===== config.mk =====
export PLATFORM = sky130hd
export DESIGN_NAME = apb_cmd_master
export DESIGN_NICKNAME = d
export VERILOG_FILES = /design/src/rtl/apb_cmd_master.sv
export SDC_FILE = /design/constraint.sdc
export NUM_CORES = 1
export LEC_CHECK = 0
export BUFFER_PORTS_ARGS = -buffer_cell sky130_fd_sc_hd__buf_2
export CAP_MARGIN = 15
export CORE_MARGIN = 4
export CORE_UTILIZATION = 38
export CTS_CLUSTER_DIAMETER = 40
export DETAILED_ROUTE_END_ITERATION = 16
export GPL_TIMING_DRIVEN = 1
export SLEW_MARGIN = 0
export SYNTH_ARGS = -nofsm -noshare
export SYNTH_HDL_FRONTEND = slang
export SYNTH_SLANG_ARGS = --single-unit

===== constraint.sdc =====
create_clock -name pclk -period 9.1 [get_ports pclk]
set_input_delay 0.91 -clock pclk [delete_from_list [all_inputs] [get_ports pclk]]
set_output_delay 0.91 -clock pclk [all_outputs]
set_load 0.01 [all_outputs]

===== src/rtl/apb_cmd_master.sv =====
// apb_cmd_master: FIFO-buffered APB master for NSLV slaves, with a wait-state timeout per transfer.
// Define APB_CMD_PSTRB_EN to carry per-command write strobes (cmd_strb in, pstrb out).
module apb_cmd_master #(
  parameter int unsigned ADDR_W  = 32,
  parameter int unsigned DATA_W  = 32,
  parameter int unsigned NSLV    = 2,
  parameter int unsigned DEPTH   = 8,
  parameter int unsigned TIMEOUT = 16,
  localparam int unsigned SW     = (NSLV > 1) ? $clog2(NSLV) : 1
) (
  input  logic                     pclk,
  input  logic                     preset,
  input  logic                     cmd_valid,
  output logic                     cmd_ready,
  input  logic                     cmd_write,
  input  logic [SW-1:0]            cmd_sel,
  input  logic [ADDR_W-1:0]        cmd_addr,
  input  logic [DATA_W-1:0]        cmd_wdata,
`ifdef APB_CMD_PSTRB_EN
  input  logic [DATA_W/8-1:0]      cmd_strb,
  output logic [DATA_W/8-1:0]      pstrb,
`endif
  output logic                     rsp_valid,
  output logic [DATA_W-1:0]        rsp_rdata,
  output logic                     rsp_err,
  output logic                     rsp_timeout,
  output logic                     busy,
  output logic [NSLV-1:0]          psel,
  output logic                     penable,
  output logic                     pwrite,
  output logic [ADDR_W-1:0]        paddr,
  output logic [DATA_W-1:0]        pwdata,
  input  logic [NSLV*DATA_W-1:0]   prdata,
  input  logic [NSLV-1:0]          pready,
  input  logic [NSLV-1:0]          pslverr
);
  localparam int unsigned AW = $clog2(DEPTH);
  localparam int unsigned TW = $clog2(TIMEOUT);

  typedef enum logic [1:0] {StIdle, StSetup, StAccess, StErr} state_e;
  state_e state_q, state_d;

  logic              mem_write [DEPTH];
  logic [SW-1:0]     mem_sel   [DEPTH];
  logic [ADDR_W-1:0] mem_addr  [DEPTH];
  logic [DATA_W-1:0] mem_wdata [DEPTH];
  logic [AW-1:0]     wr_ptr_q, rd_ptr_q;
  logic [AW:0]       count_q;
  logic              push, pop, fifo_empty;

  logic [NSLV-1:0]   psel_q, psel_d, head_onehot;
  logic              penable_q, penable_d, pwrite_q, pwrite_d;
  logic [ADDR_W-1:0] paddr_q, paddr_d;
  logic [DATA_W-1:0] pwdata_q, pwdata_d;
  logic [TW-1:0]     wait_q, wait_d;
  logic              rsp_valid_q, rsp_valid_d, rsp_err_q, rsp_err_d, rsp_to_q, rsp_to_d;
  logic [DATA_W-1:0] rsp_rdata_q, rsp_rdata_d;
  logic              sel_ok, sel_ready, sel_err, fetch;
  logic [DATA_W-1:0] sel_rdata;

  assign fifo_empty = (count_q == '0);
  assign cmd_ready  = (count_q != (AW+1)'(DEPTH));
  assign push       = cmd_valid & cmd_ready;

  always_ff @(posedge pclk) begin
    if (push) begin
      mem_write[wr_ptr_q] <= cmd_write;
      mem_sel[wr_ptr_q]   <= cmd_sel;
      mem_addr[wr_ptr_q]  <= cmd_addr;
      mem_wdata[wr_ptr_q] <= cmd_wdata;
    end
  end

  always_ff @(posedge pclk) begin
    if (preset) begin
      wr_ptr_q <= '0;
      rd_ptr_q <= '0;
      count_q  <= '0;
    end else begin
      if (push) wr_ptr_q <= wr_ptr_q + 1'b1;
      if (pop)  rd_ptr_q <= rd_ptr_q + 1'b1;
      if (push && !pop)      count_q <= count_q + 1'b1;
      else if (pop && !push) count_q <= count_q - 1'b1;
    end
  end

  // Head select decode; an index with no matching slave becomes an error response.
  always_comb begin
    head_onehot = '0;
    for (int i = 0; i < NSLV; i++) head_onehot[i] = (mem_sel[rd_ptr_q] == SW'(i));
    sel_ok = |head_onehot;
  end

  // psel_q is one-hot during ACCESS, so it masks out every unselected slave.
  always_comb begin
    sel_ready = |(pready & psel_q);
    sel_err   = |(pslverr & psel_q);
    sel_rdata = '0;
    for (int i = 0; i < NSLV; i++) begin
      if (psel_q[i]) sel_rdata = sel_rdata | prdata[i*DATA_W +: DATA_W];
    end
  end

  always_comb begin
    state_d     = state_q;
    psel_d      = psel_q;
    penable_d   = penable_q;
    pwrite_d    = pwrite_q;
    paddr_d     = paddr_q;
    pwdata_d    = pwdata_q;
    wait_d      = wait_q;
    rsp_valid_d = 1'b0;
    rsp_err_d   = 1'b0;
    rsp_to_d    = 1'b0;
    rsp_rdata_d = '0;
    fetch       = 1'b0;
    pop         = 1'b0;
    unique case (state_q)
      StIdle: fetch = 1'b1;
      StSetup: begin
        penable_d = 1'b1;
        wait_d    = '0;
        state_d   = StAccess;
      end
      StAccess: begin
        // pready on the last counted cycle still completes normally.
        if (sel_ready) begin
          rsp_valid_d = 1'b1;
          rsp_err_d   = sel_err;
          rsp_rdata_d = (pwrite_q || sel_err) ? '0 : sel_rdata;
          fetch       = 1'b1;
        end else if (wait_q == TW'(TIMEOUT - 1)) begin
          rsp_valid_d = 1'b1;
          rsp_err_d   = 1'b1;
          rsp_to_d    = 1'b1;
          fetch       = 1'b1;
        end else begin
          wait_d = wait_q + 1'b1;
        end
      end
      StErr: begin
        rsp_valid_d = 1'b1;
        rsp_err_d   = 1'b1;
        fetch       = 1'b1;
      end
      default: state_d = StIdle;
    endcase

    // Completion and idle share the fetch path, giving back-to-back SETUP with no idle cycle.
    if (fetch) begin
      penable_d = 1'b0;
      if (fifo_empty) begin
        psel_d  = '0;
        state_d = StIdle;
      end else begin
        pop      = 1'b1;
        pwrite_d = mem_write[rd_ptr_q];
        paddr_d  = mem_addr[rd_ptr_q];
        pwdata_d = mem_wdata[rd_ptr_q];
        psel_d   = head_onehot;
        state_d  = sel_ok ? StSetup : StErr;
      end
    end
  end

  always_ff @(posedge pclk) begin
    if (preset) begin
      state_q     <= StIdle;
      psel_q      <= '0;
      penable_q   <= 1'b0;
      pwrite_q    <= 1'b0;
      paddr_q     <= '0;
      pwdata_q    <= '0;
      wait_q      <= '0;
      rsp_valid_q <= 1'b0;
      rsp_err_q   <= 1'b0;
      rsp_to_q    <= 1'b0;
      rsp_rdata_q <= '0;
    end else begin
      state_q     <= state_d;
      psel_q      <= psel_d;
      penable_q   <= penable_d;
      pwrite_q    <= pwrite_d;
      paddr_q     <= paddr_d;
      pwdata_q    <= pwdata_d;
      wait_q      <= wait_d;
      rsp_valid_q <= rsp_valid_d;
      rsp_err_q   <= rsp_err_d;
      rsp_to_q    <= rsp_to_d;
      rsp_rdata_q <= rsp_rdata_d;
    end
  end

`ifdef APB_CMD_PSTRB_EN
  logic [DATA_W/8-1:0] mem_strb [DEPTH];
  logic [DATA_W/8-1:0] pstrb_q;

  always_ff @(posedge pclk) begin
    if (push) mem_strb[wr_ptr_q] <= cmd_strb;
  end

  always_ff @(posedge pclk) begin
    if (preset)   pstrb_q <= '0;
    else if (pop) pstrb_q <= mem_write[rd_ptr_q] ? mem_strb[rd_ptr_q] : '0;
  end

  assign pstrb = pstrb_q;
`else
  // No strobe path: every write is full width.
`endif

  assign psel        = psel_q;
  assign penable     = penable_q;
  assign pwrite      = pwrite_q;
  assign paddr       = paddr_q;
  assign pwdata      = pwdata_q;
  assign rsp_valid   = rsp_valid_q;
  assign rsp_err     = rsp_err_q;
  assign rsp_timeout = rsp_to_q;
  assign rsp_rdata   = rsp_rdata_q;
  assign busy        = !fifo_empty || (state_q != StIdle);

endmodule

==> impl_metrics.xml <==
<?xml version="1.0" encoding="UTF-8"?>
<metrics>
  <group name="cts">
    <metric name="cts.hold.buffers_added" unit="">0</metric>
    <metric name="post_cts_resize_count" unit="">0</metric>
    <metric name="clock_sink_count" unit="">650</metric>
    <metric name="cts-root-buf" unit="">sky130_fd_sc_hd__clkbuf_16</metric>
    <metric name="worst_skew_pair.late_latency" unit="ns">0.63</metric>
    <metric name="cts_buffers" unit="">94</metric>
    <metric name="htree_levels" unit="">3</metric>
    <metric name="cts_tree" unit="">yes</metric>
    <metric name="cts_max_path_bufs" unit="">3</metric>
    <metric name="cts.reportedPaths.clkPinSlew" unit="ns">0.06</metric>
    <metric name="number_of_buffers_inserted_by_post_cts_setup_repair" unit="">0</metric>
  </group>
  <group name="hold_path">
    <metric name="hold_class" unit="">reg -&gt; reg</metric>
  </group>
  <group name="setup_path">
    <metric name="critical_path.startpoint_type" unit="">flip-flop</metric>
    <metric name="critical_path.top_delay_family" unit="">buffers and inverters</metric>
    <metric name="worst-r2r-setup-slack" unit="ns">5.04</metric>
    <metric name="timing.critical_path.to_type" unit="">flip-flop</metric>
    <metric name="worst-endpoint-arrival" unit="ns">4.56</metric>
    <metric name="critical_path.cell_chain" unit="">inv_1 &gt; ha_1 &gt; inv_1 &gt; o211a_4 &gt; nor2_4 &gt; buf_4 &gt; inv_2 &gt; ha_1 &gt; inv_1 &gt; ha_1 &gt; a21oi_1 &gt; a211oi_1 &gt; a31oi_1 &gt; mux2_2</metric>
    <metric name="data_required_critical_path" unit="ns">9.60</metric>
    <metric name="timing.critical_path.fanout_max" unit="">68</metric>
    <metric name="crit_buf_inv" unit="">5</metric>
    <metric name="timing.critical_path.slowest_stage_cell" unit="">sky130_fd_sc_hd__buf_4</metric>
    <metric name="crit_path_max_incr_delay" unit="ns">0.88</metric>
    <metric name="setup.worst_path.class" unit="">reg -&gt; reg</metric>
  </group>
  <group name="placement">
    <metric name="dpl_worst_slack" unit="ns">4.93</metric>
    <metric name="port_buffers" unit="">241</metric>
    <metric name="place_area" unit="mm²">0.0265</metric>
    <metric name="place.gp.congestion" unit="">0.810</metric>
    <metric name="dpl.hpwl" unit="mm">31.1</metric>
    <metric name="numPlacedInstances" unit="">2271</metric>
  </group>
  <group name="detailed_routing">
    <metric name="drt_wl_cell" unit="µm">23.2</metric>
    <metric name="first_pass_iters" unit="">4</metric>
    <metric name="drt-initial-drc-count" unit="">822</metric>
    <metric name="routed_wl" unit="mm">56.9</metric>
    <metric name="detailroute.via_count" unit="">12781</metric>
    <metric name="antenna_violating_nets_post_route" unit="">0</metric>
    <metric name="drc_errors" unit="">0</metric>
    <metric name="vias_per_cell" unit="">5.21</metric>
  </group>
  <group name="yosys">
    <metric name="synth_top_cell_area_share" unit="">0.650</metric>
    <metric name="syn_area" unit="mm²">0.0244</metric>
    <metric name="post-synth-top-count-cell" unit="">sky130_fd_sc_hd__edfxtp_1</metric>
    <metric name="synth_ff_type" unit="">sky130_fd_sc_hd__edfxtp_1</metric>
    <metric name="synth_area_leaders" unit="">sky130_fd_sc_hd__edfxtp_1 65%, sky130_fd_sc_hd__mux4_2 12%, sky130_fd_sc_hd__dfxtp_1 10%</metric>
    <metric name="post-synth-top-area-cell" unit="">sky130_fd_sc_hd__edfxtp_1</metric>
    <metric name="postSynthAreaPerCell" unit="µm²">19.6</metric>
    <metric name="synth.ff_latch_count" unit="">650</metric>
    <metric name="ys_top_cells_by_count" unit="">528 x sky130_fd_sc_hd__edfxtp_1, 132 x sky130_fd_sc_hd__mux4_2, 122 x sky130_fd_sc_hd__dfxtp_1</metric>
    <metric name="synth-seq-area-share" unit="">0.750</metric>
    <metric name="number_of_enable_type_register_cells_in_the_synthesized_netlist" unit="">528</metric>
    <metric name="asyncSetResetFlopFracSynth" unit="">0</metric>
    <metric name="synth_cell_type_count" unit="">49</metric>
    <metric name="ys.warnings.count" unit="">0</metric>
    <metric name="postSynthNetCount" unit="">1393</metric>
    <metric name="synthesized_netlist_cell_count" unit="">1245</metric>
  </group>
  <group name="pwr">
    <metric name="power.static_leakage" unit="nW">9.96</metric>
    <metric name="worst_ir_drop_on_vdd" unit="mV">0.314</metric>
    <metric name="power.density_cell_area" unit="mW/mm²">311</metric>
    <metric name="post-layout-total-power" unit="mW">9.29</metric>
  </group>
  <group name="sta">
    <metric name="fmax" unit="GHz">0.246</metric>
    <metric name="layout_setup_ws" unit="ns">5.04</metric>
    <metric name="final-max-slew-violation-count" unit="">0</metric>
    <metric name="setup_viols_final" unit="">0</metric>
    <metric name="post-route-min-period" unit="ns">4.06</metric>
    <metric name="post-route-period-util" unit="">0.446</metric>
    <metric name="hold_viol_final" unit="">0</metric>
    <metric name="tns" unit="ns">0</metric>
    <metric name="grt_setup_unrepaired" unit="">false</metric>
    <metric name="timing.max_slew.rel_slack" unit="">0.218</metric>
    <metric name="max_slew.worst_pin.slew" unit="ns">1.17</metric>
    <metric name="fin_skew" unit="ns">0.0204</metric>
  </group>
  <group name="die">
    <metric name="floorplan.initialDensity" unit="">0.386</metric>
    <metric name="fp.dieH" unit="µm">261</metric>
    <metric name="pin_count" unit="">242</metric>
    <metric name="placeableCoreArea" unit="mm²">0.0633</metric>
    <metric name="rows" unit="">92</metric>
    <metric name="dieWidth" unit="µm">261</metric>
    <metric name="die_area" unit="mm²">0.0684</metric>
  </group>
  <group name="global_route">
    <metric name="grt_pass1_wl" unit="mm">83.8</metric>
    <metric name="first_global_vias" unit="">13240</metric>
    <metric name="grt_residual_overflow" unit="">0</metric>
    <metric name="global_route.usage.total" unit="">0.165</metric>
    <metric name="grt_antenna_before_repair" unit="">15</metric>
    <metric name="grt_start_max_net_pins" unit="">69</metric>
  </group>
  <group name="finish">
    <metric name="finish.net_count" unit="">1669</metric>
    <metric name="summed_area_of_non_filler_cells_in_the_final_layout" unit="mm²">0.0299</metric>
    <metric name="ratio_of_cells_with_drive_above_1_in_the_final_layout" unit="">0.369</metric>
    <metric name="area.growth.synth_to_final" unit="%">22.4</metric>
    <metric name="num-fill-cells" unit="">5315</metric>
    <metric name="post_layout_nonfiller_instances" unit="">2453</metric>
  </group>
  <group name="outcome">
    <metric name="run_status" unit="">finished, final reports clean</metric>
  </group>
  <group name="run">
    <metric name="drv.max_cap_violation_count" unit="">0</metric>
  </group>
</metrics>
-- power breakdown --
group / leakage, nW / switching [mW] / internal, mW
combinational: 2.54 / 1.04 / 0.793
clock: 1.62 / 1.37 / 2.41
sequential: 5.79 / 0.191 / 3.48
-- placed cells by master, fill, tap and decap left out, types with 8 or more instances in the layout --
cell                         count
sky130_fd_sc_hd__a22oi_1        32
sky130_fd_sc_hd__buf_2         240
sky130_fd_sc_hd__mux4_2        132
sky130_fd_sc_hd__a211oi_1       58
sky130_fd_sc_hd__nand2_1         8
sky130_fd_sc_hd__clkinv_4       10
sky130_fd_sc_hd__clkinvlp_4     10
sky130_fd_sc_hd__buf_4          24
sky130_fd_sc_hd__nor3_1         66
sky130_fd_sc_hd__mux2i_1        67
sky130_fd_sc_hd__bufinv_16      14
sky130_fd_sc_hd__dfxtp_1       119
sky130_fd_sc_hd__ha_1           10
sky130_fd_sc_hd__clkbuf_16      97
sky130_fd_sc_hd__inv_6          13
sky130_fd_sc_hd__a211oi_2        8
sky130_fd_sc_hd__clkbuf_1        8
sky130_fd_sc_hd__nor2_1         49
sky130_fd_sc_hd__edfxtp_1      528
-- worst paths after layout --
check	start	endpoint	cells past startpoint
worst max-delay path	state_q[0]$_SDFFE_PP0P_	count_q[3]$_SDFFE_PP0P_	14
worst min-delay path	penable$_SDFFE_PP0P_	penable$_SDFFE_PP0P_	2
worst max register to register	state_q[0]$_SDFFE_PP0P_	count_q[3]$_SDFFE_PP0P_	14
worst min register to register	penable$_SDFFE_PP0P_	penable$_SDFFE_PP0P_	2
-- per-layer routing --
| layer | global-route usage | share of wire | vias up |
|---|---|---|---|
| met5 | 0 | 0.0020 | - |
| met4 | 0.0587 | 0.025 | 18 |
| met3 | 0.0414 | 0.068 | 108 |
| met2 | 0.278 | 0.49 | 389 |
| met1 | 0.208 | 0.41 | 6592 |
| li1 | - | - | 5674 |
-- sequential cells by signal (all words and copies together) (netlist names), named ones only --
| signal | count |
|---|---|
| mem_addr | 256 |
| penable | 1 |
| wr_ptr_q | 3 |
| pwrite | 1 |
| state_q | 2 |
| psel | 2 |
| wait_q | 4 |
| mem_sel | 8 |
| mem_write | 8 |
| pwdata | 32 |
| rsp_timeout | 1 |
| count_q | 4 |
| rsp_valid | 1 |
| paddr | 32 |
| rsp_rdata | 32 |
| rd_ptr_q | 3 |
| mem_wdata | 256 |
| rsp_err | 1 |
-- area by class of cell --
| class | count | area [µm²] | area share |
|---|---|---|---|
| diodes | 6 | 15.0 | 0.000503 |
| clock buffers | 108 | 2500 | 0.0837 |
| clock inverters | 68 | 876 | 0.0293 |
| inverters | 8 | 30.0 | 0.00101 |
| repair buffers | 264 | 1380 | 0.0462 |
| flip-flops and latches | 650 | 18300 | 0.613 |
| multi-input cells | 503 | 5700 | 0.191 |
| well taps | 846 | 1060 | 0.0354 |
-- worst reg2reg max path: cells and delay by family, from the launching register on --
family                   cells  cell delay, ns
AO/OA/AOI/OAI                4            0.79
adder cells (fa/ha/maj)      3            0.91
buffers and inverters        5            1.49
flip-flops                   1            0.33
multiplexers                 1            0.35
AND/OR/NAND/NOR              1            0.10
-- stage by stage --
stage | utilization | hold WS (ns)
floorplan | - | 0.462
finish | 0.472 | 0.480
global placement | 0.418 | 0.470
global route | 0.472 | 0.516
CTS | 0.472 | 0.485
detailed placement | 0.418 | 0.474
-- cell families after synthesis --
family / share of synthesized area
DFF: 0.750
and+or+nand+nor: 0.0322
muxes: 0.151
adders and majority gates: 0.00595
AOI/OAI and AO/OA: 0.0409
buffers and inverters: 0.0192
xor gates and xnor gates: 0.00144
Power figures use the tool's default switching activity.
